### src/rtl/tiny_prog_loader.sv
// Program loader: streams 16 bytes into a 16x8 program memory while holding the CPU in reset.
// Optional trailing checksum byte when TINY_PROG_LOADER_CHECKSUM_EN is defined.
module tiny_prog_loader #(
  parameter int TIMEOUT_CYCLES = 1000
) (
  input  logic       clock,
  input  logic       reset_p,
  input  logic       load_start,
  input  logic       s_valid,
  input  logic [7:0] s_data,
  output logic       s_ready,
  input  logic [3:0] fetch_addr,
  output logic [7:0] fetch_data,
  output logic       cpu_reset_p,
  output logic       load_err,
  output logic [4:0] byte_count
);

`ifdef TINY_PROG_LOADER_CHECKSUM_EN
  typedef enum logic [1:0] {ST_RUN = 2'd0, ST_LOAD = 2'd1, ST_ERROR = 2'd2, ST_CHECK = 2'd3} state_e;
  localparam state_e ST_LOAD_DONE = ST_CHECK;
`else
  typedef enum logic [1:0] {ST_RUN = 2'd0, ST_LOAD = 2'd1, ST_ERROR = 2'd2} state_e;
  localparam state_e ST_LOAD_DONE = ST_RUN;
`endif

  localparam int            TW         = (TIMEOUT_CYCLES > 2) ? $clog2(TIMEOUT_CYCLES) : 1;
  localparam logic [TW-1:0] TIMER_LAST = TW'(TIMEOUT_CYCLES - 1);
  localparam logic          TIMEOUT_EN = (TIMEOUT_CYCLES != 0);

  function automatic logic [7:0] default_image(input logic [3:0] addr);
    case (addr)
      4'd0:    default_image = 8'h81;
      4'd1:    default_image = 8'h82;
      4'd2:    default_image = 8'h84;
      4'd3:    default_image = 8'h88;
      4'd4:    default_image = 8'h84;
      4'd5:    default_image = 8'h82;
      4'd6:    default_image = 8'hA0;
      default: default_image = 8'h00;
    endcase
  endfunction

  state_e        state_q, state_d;
  logic [4:0]    byte_count_q, byte_count_d;
  logic [TW-1:0] timer_q, timer_d;
  logic          s_ready_q, s_ready_d;
  logic          cpu_reset_q, cpu_reset_d;
  logic          load_err_q, load_err_d;
  logic [7:0]    mem_q [16];
  logic          load_go_s, xfer_s, wr_en_s, timeout_s;

  // Outputs are registered from the current state, so they trail a transition by one cycle;
  // transfers are therefore also qualified by the state itself.
  assign load_go_s = load_start & ((state_q == ST_RUN) | (state_q == ST_ERROR));
  assign wr_en_s   = s_valid & s_ready_q & (state_q == ST_LOAD);
`ifdef TINY_PROG_LOADER_CHECKSUM_EN
  assign xfer_s    = s_valid & s_ready_q & ((state_q == ST_LOAD) | (state_q == ST_CHECK));
`else
  assign xfer_s    = wr_en_s;
`endif
  assign timeout_s = TIMEOUT_EN & (timer_q == TIMER_LAST);

`ifdef TINY_PROG_LOADER_CHECKSUM_EN
  logic [7:0] acc_q;
  logic       ck_ok_s;

  // Running modulo-256 sum of accepted program bytes
  always_ff @(posedge clock) begin
    if (reset_p) begin
      acc_q <= 8'd0;
    end else if (load_go_s) begin
      acc_q <= 8'd0;
    end else if (wr_en_s) begin
      acc_q <= acc_q + s_data;
    end
  end

  assign ck_ok_s = (s_data == acc_q);
`endif

  // State, counter, timer and registered output flops
  always_ff @(posedge clock) begin
    if (reset_p) begin
      state_q      <= ST_RUN;
      byte_count_q <= 5'd0;
      timer_q      <= {TW{1'b0}};
      s_ready_q    <= 1'b0;
      cpu_reset_q  <= 1'b1;
      load_err_q   <= 1'b0;
    end else begin
      state_q      <= state_d;
      byte_count_q <= byte_count_d;
      timer_q      <= timer_d;
      s_ready_q    <= s_ready_d;
      cpu_reset_q  <= cpu_reset_d;
      load_err_q   <= load_err_d;
    end
  end

  // Program memory: reset restores the default image and wins over a same-cycle write
  always_ff @(posedge clock) begin
    if (reset_p) begin
      for (int i = 0; i < 16; i++) begin
        mem_q[i] <= default_image(4'(i));
      end
    end else if (wr_en_s) begin
      mem_q[byte_count_q[3:0]] <= s_data;
    end
  end

  // Next-state, byte counter and idle timer
  always_comb begin
    state_d      = state_q;
    byte_count_d = byte_count_q;
    timer_d      = timer_q;
    case (state_q)
      ST_RUN, ST_ERROR: begin
        if (load_go_s) begin
          state_d      = ST_LOAD;
          byte_count_d = 5'd0;
          timer_d      = {TW{1'b0}};
        end else begin
          state_d = state_q;
        end
      end
      ST_LOAD: begin
        if (xfer_s) begin
          byte_count_d = byte_count_q + 5'd1;
          timer_d      = {TW{1'b0}};
          if (byte_count_q == 5'd15) begin
            state_d = ST_LOAD_DONE;
          end else begin
            state_d = ST_LOAD;
          end
        end else begin
          timer_d = timer_q + TW'(1'b1);
          if (timeout_s) begin
            state_d = ST_ERROR;
          end else begin
            state_d = ST_LOAD;
          end
        end
      end
`ifdef TINY_PROG_LOADER_CHECKSUM_EN
      ST_CHECK: begin
        if (xfer_s) begin
          timer_d = {TW{1'b0}};
          if (ck_ok_s) begin
            state_d = ST_RUN;
          end else begin
            state_d = ST_ERROR;
          end
        end else begin
          timer_d = timer_q + TW'(1'b1);
          if (timeout_s) begin
            state_d = ST_ERROR;
          end else begin
            state_d = ST_CHECK;
          end
        end
      end
`endif
      default: state_d = ST_RUN;
    endcase
  end

  // Output values decoded from the current state, captured one cycle later
  always_comb begin
    s_ready_d   = 1'b0;
    cpu_reset_d = 1'b1;
    load_err_d  = 1'b0;
    case (state_q)
      ST_RUN: begin
        s_ready_d   = 1'b0;
        cpu_reset_d = 1'b0;
      end
      ST_LOAD: begin
        s_ready_d   = 1'b1;
        cpu_reset_d = 1'b1;
      end
`ifdef TINY_PROG_LOADER_CHECKSUM_EN
      ST_CHECK: begin
        s_ready_d   = 1'b1;
        cpu_reset_d = 1'b1;
      end
`endif
      ST_ERROR: begin
        s_ready_d   = 1'b0;
        cpu_reset_d = 1'b1;
        load_err_d  = 1'b1;
      end
      default: begin
        s_ready_d   = 1'b0;
        cpu_reset_d = 1'b1;
      end
    endcase
  end

  assign s_ready     = s_ready_q;
  assign cpu_reset_p = cpu_reset_q;
  assign load_err    = load_err_q;
  assign byte_count  = byte_count_q;
  assign fetch_data  = mem_q[fetch_addr];

endmodule

### config.mk
export PLATFORM = sky130hd
export DESIGN_NAME = tiny_prog_loader
export DESIGN_NICKNAME = d
export VERILOG_FILES = /design/src/rtl/tiny_prog_loader.sv
export SDC_FILE = /design/constraint.sdc
export NUM_CORES = 1
export LEC_CHECK = 0
export BUFFER_PORTS_ARGS = -buffer_cell sky130_fd_sc_hd__buf_2
export CAP_MARGIN = 20
export CORE_ASPECT_RATIO = 1.75
export CORE_MARGIN = 4
export CORE_UTILIZATION = 60
export DETAILED_ROUTE_END_ITERATION = 10
export PLACE_DENSITY_LB_ADDON = 0.15
export REMOVE_ABC_BUFFERS = 1
export SKIP_CTS_REPAIR_TIMING = 1
export SLEW_MARGIN = 40
export SYNTH_ARGS = -nofsm -noshare
export SYNTH_HDL_FRONTEND = slang
export SYNTH_SLANG_ARGS = --single-unit
### constraint.sdc
create_clock -name clock -period 4.9 [get_ports clock]
set_clock_uncertainty 0.05 [all_clocks]
set_input_delay 0.98 -clock clock [delete_from_list [all_inputs] [get_ports clock]]
set_output_delay 0.98 -clock clock [all_outputs]
set_load 0.005 [all_outputs]
# Word level (Yosys, flattened, before mapping)
# Memory sizes are Yosys's and may differ from the RTL's.
# Cells that the tools add are included.
# op_classes
addsub	2
n_reduce_logical	6
eq_ne	6
muxes	28
bitwise	4
# ops
operator	count
two-way mux 8 bit	7
two-way mux 10 bit	2
case mux 10 bit (2 select lines)	1
adder 10 x 1 -> 10 bit (second input constant)	1
== test 10 bit (second input constant)	1
two-way mux 1 bit	10
two-way mux 5 bit	2
case mux 5 bit (2 select lines)	1
OR reduction 8 bit	1
two-way mux 2 bit	3
adder 5 x 1 -> 5 bit (second input constant)	1
== test 5 x 4 -> 1 bit (second input constant)	1
two-way mux 4 bit	1
!= test 2 bit (second input constant)	2
case mux 2 bit (2 select lines)	1
bitwise AND 1 bit	3
AND reduction 3 bit	1
== test 2 x 1 -> 1 bit (second input constant)	1
== test 2 bit (second input constant)	1
logical NOT 2 bit	1
AND reduction 2 bit	1
nonzero test 2 bit	1
OR reduction 2 bit	1
OR 1 bit	1
# word_totals
wordCells	53
output_inout_bits	16
register_bits	20
in_bits	16
ram_bits	128
n_memories	1
# memory_table
memory	words	word_bits	read_ports	rd_ports_with_merged_regs	write_ports	line	rtl
mem_q	16	8	1	0	16	50	logic [7:0] mem_q [16];

# Longest topological paths before layout
# depth
depth_word	7
depth_mapped	7
mapped_depth_nobuf	6

# Least setup slack after synthesis
# OpenSTA, ideal clock, no wires.
# synth_timing
path_kind	input-to-output
startpoint	input port fetch_addr[0]
endpoint	output port fetch_data[5]
required_ps	3870
path_stages	5
arrival_ps	2027
n_path_buf	2
slack_ps	1843
cell_sequence	buf_6 -> buf_6 -> mux4_1 -> a22oi_1 -> nand2_1
# synth_between
elab_chain_len	1
# synth_lines
item	line	rtl
start: declaration	12	input logic [3:0] fetch_addr,
memory (16 x 8 bit)	--	
end: declaration	13	output logic [7:0] fetch_data,
# Every way passes these cells.

# Worst setup path after layout
# layout_timing
startpoint	input port fetch_addr[0]
endpoint	output port fetch_data[3]
# The elaborated chain is that of the path after synthesis.

==> impl_summary.md <==
Clock tree
The number of buffers between clock root and the deepest sink is 2. In this run, CTS created clock tree buffers numbering 17. The total clock sinks is 148.

The clock reaches the later pin of the worst-skew pair after 420 ps. TritonCTS built the clock tree. Clock-pin slew was measured on the worst setup and hold paths at 60 ps. The clock root buffer is clkbuf_16. The depth of the CTS H-tree is 4.

Critical path
The cell repeated most along the worst path is buf_2. The critical register-to-register path startpoint is state_q[0]. The arrival time of the worst setup path is 2810 ps. The type of origin of the critical path is an input port. The worst-path maximum fanout is 17. STA classifies the critical path endpoint as an output port. STA puts the critical path data required time at 3870 ps.

The worst-path cell with the longest stage delay is mux4_1. The delay of the slowest cell on the worst path is 590 ps. Traced cell by cell, the critical path runs through buf_2 -> buf_4 -> mux4_1 -> a22oi_1 -> nand2_1 -> buf_2. The critical path is of the in2out type. The launching instance or port of the critical path is fetch_addr[0].

Global route
The first global-routing pass estimated 25.8 mm of wire. The total track usage is 27.7%. After global routing the overflow that remains totals 0.

Entering global routing, the biggest net connects 33 pins. The number of global-route vias before repair is 4508. The number of antenna violations at the first check in global routing came to 0.

Placed design
The global placement routability congestion is 0.855. The count of input and output buffers is 31. The HPWL after detailed placement is 11.6 mm.

Synth
The mean instance size in the synthesized netlist is 13.2 um2. The number of library cell types mapped by synthesis is 45. The proportion of netlist area held by the largest area contributor is 56.7%. Counting every instance in the synthesized netlist gives 515. The synthesized design contains 128 enable-type register cells. In the post-synthesis netlist, the biggest area contributors are edfxtp_1 57%, nor2_1 7.2%, mux4_2 6.0%, dfxtp_1 5.9%, mux4_1 5.4%. The flip-flop and latch count after synthesis is 148. Sequential elements use 62.6% of the synthesized area. The count of synthesis-stage warnings from yosys is 0. The most numerous cell in the Yosys netlist is nor2_1. For this run, asynchronously set or reset flops after synthesis account for 0%. By count the netlist is led by 130 x nor2_1, 128 x edfxtp_1, 54 x nand2_1.

The library cell occupying the most area in the post-synthesis netlist is edfxtp_1. The leading register cell type out of synthesis is edfxtp_1. The mapped netlist covers 0.00678 mm2.

STA
The transition time at the pin with the least slew margin is 778 ps. Setup repair after global routing left no endpoint under its margin. Setup total negative slack on the finished layout was measured at 0 ps. The number of hold-slack violations in the final timing report is 0. The portion of the clock cycle consumed by the worst path in the final layout is 78.5%.

The relative max-transition margin is 48.1%. The clock period minus final worst setup slack is 3840 ps. Setup violations remaining at the end of the flow were counted as 0. The max-slew violation count came to 0.

Based on the critical path, the design can be clocked at up to 260 MHz.

Floorplan
The die boundary height is 149 um. The initial standard-cell utilization of the core is 61.1%. The number of placed I/O pins is 32. The die is 88.4 um wide. The die covers 0.0131 mm2. The core region is 0.0111 mm2. The standard-cell row count is 51.

Final layout
Counting the fill cells in the layout gives 817. The post-route netlist has 17.3% of its cells at a drive strength greater than 1. The post-layout net count is 558. Compared with the post-synthesis result, the final layout area differs by 11.0%.

The antenna diode count is 0.

Drt
For this block, the via count after detailed routing is 4359. After detailed routing, the number of vias per cell comes to 6.40. The number of violations reported at the end of detailed-routing iteration 0 is 412. The DRC violation count after routing is 0. The post-detailed-routing wire length is 16.7 mm.

The per-cell routed wire length is 24.6 um. The detailed-router iteration count before antenna repair is 7. Once detail routing completed, the nets flagged for antenna violations numbered 0.

Min path
The path category of the worst min-delay check is reg2reg. The startpoint identified for the worst hold timing path is byte_count[4].

Flow run
The max-capacitance violation count is 0.

Power
The design draws 2850 uW. For this design the ratio of total power to cell area is 379 mW/mm2. The static leakage power is 0.00264 uW.

The maximum vdd drop is 0.000281 V.

Run status
The flow ran to the end, and the final reports show no timing, DRC or antenna violations.
[flip-flops by register name, summed over array words and instances (netlist names)]
name / cells
timer_q: 10
mem_q: 128
byte_count: 5
state_q: 2
load_err: 1
cpu_reset_p: 1
s_ready: 1
[metal layers]
| layer | share of wire (%) | GRT usage (%) |
|---|---|---|
| met1 | 34 | 31.8 |
| met2 | 55 | 49.0 |
| met3 | 7.1 | 4.93 |
| met4 | 4.1 | 12.6 |
| met5 | 0 | 0 |
[cell families after synthesis]
| logic type | share of synthesized area, % |
|---|---|
| mux | 11.7 |
| compound gates | 5.46 |
| fa+ha+maj | 1.11 |
| xor+xnor | 1.16 |
| simple gates | 14.5 |
| flops | 62.6 |
| buf+inv | 3.41 |
[final timing paths]
kind / slack (ps) / depth (start not counted) / end
setup reg to reg: 2690 / 4 / mem_q[11][3]
hold / removal: 480 / 2 / byte_count[4]
hold reg to reg: 480 / 2 / byte_count[4]
setup / recovery: 1060 / 6 / fetch_data[3]
[metrics by stage]
step / instance area [um2] / worst slack [ps] / cells / utilization, % / hold slack (ps)
after floorplan: 6560 / 2120 / 480 / - / 425
after global placement: 6930 / 1070 / 649 / 62.4 / 463
after detailed placement: 6940 / 1080 / 649 / 62.5 / 470
after CTS: 7520 / 1070 / 681 / 67.7 / 487
after global routing: 7520 / 959 / 681 / 67.8 / 519
final: 7520 / 1060 / 681 / 67.8 / 479
[layout make-up]
class,count,area (um2),share of cell area (%)
tap,132,165,2.20
sequential,148,4240,56.4
inverter,4,15.0,0.200
clock buffer,17,425,5.65
multi-input combinational,328,2320,30.8
clock inverter,15,155,2.06
timing repair buffer,37,200,2.66
[power breakdown]
part	leakage, uW	switching [uW]	internal [uW]
clock network	0.000272	516	751
registers	0.00143	17.4	1400
logic	0.000933	103	62.6
[critical path: cells and delay by family]
kind | cells | cell delay, ps
AOI/OAI and AO/OA | 1 | 220
buffers and inverters | 3 | 900
muxes | 1 | 590
and+or+nand+nor | 1 | 100
[cells in the final DEF (no fill, tap or decap), drive strengths merged, types with 3 or more instances in the layout]
master / n
a21oi: 5
buf: 37
xor2: 5
nand4: 3
mux4: 32
xnor2: 4
and2: 5
o21ai: 3
clkinvlp: 4
inv: 8
nand2: 54
clkinv: 5
or3: 10
and3: 3
nor2: 132
nor3: 3
a21o: 16
edfxtp: 128
clkbuf: 17
dfxtp: 20
a22oi: 17
ha: 6
nand2b: 3
nor2b: 5
Power figures use the tool's default switching activity.
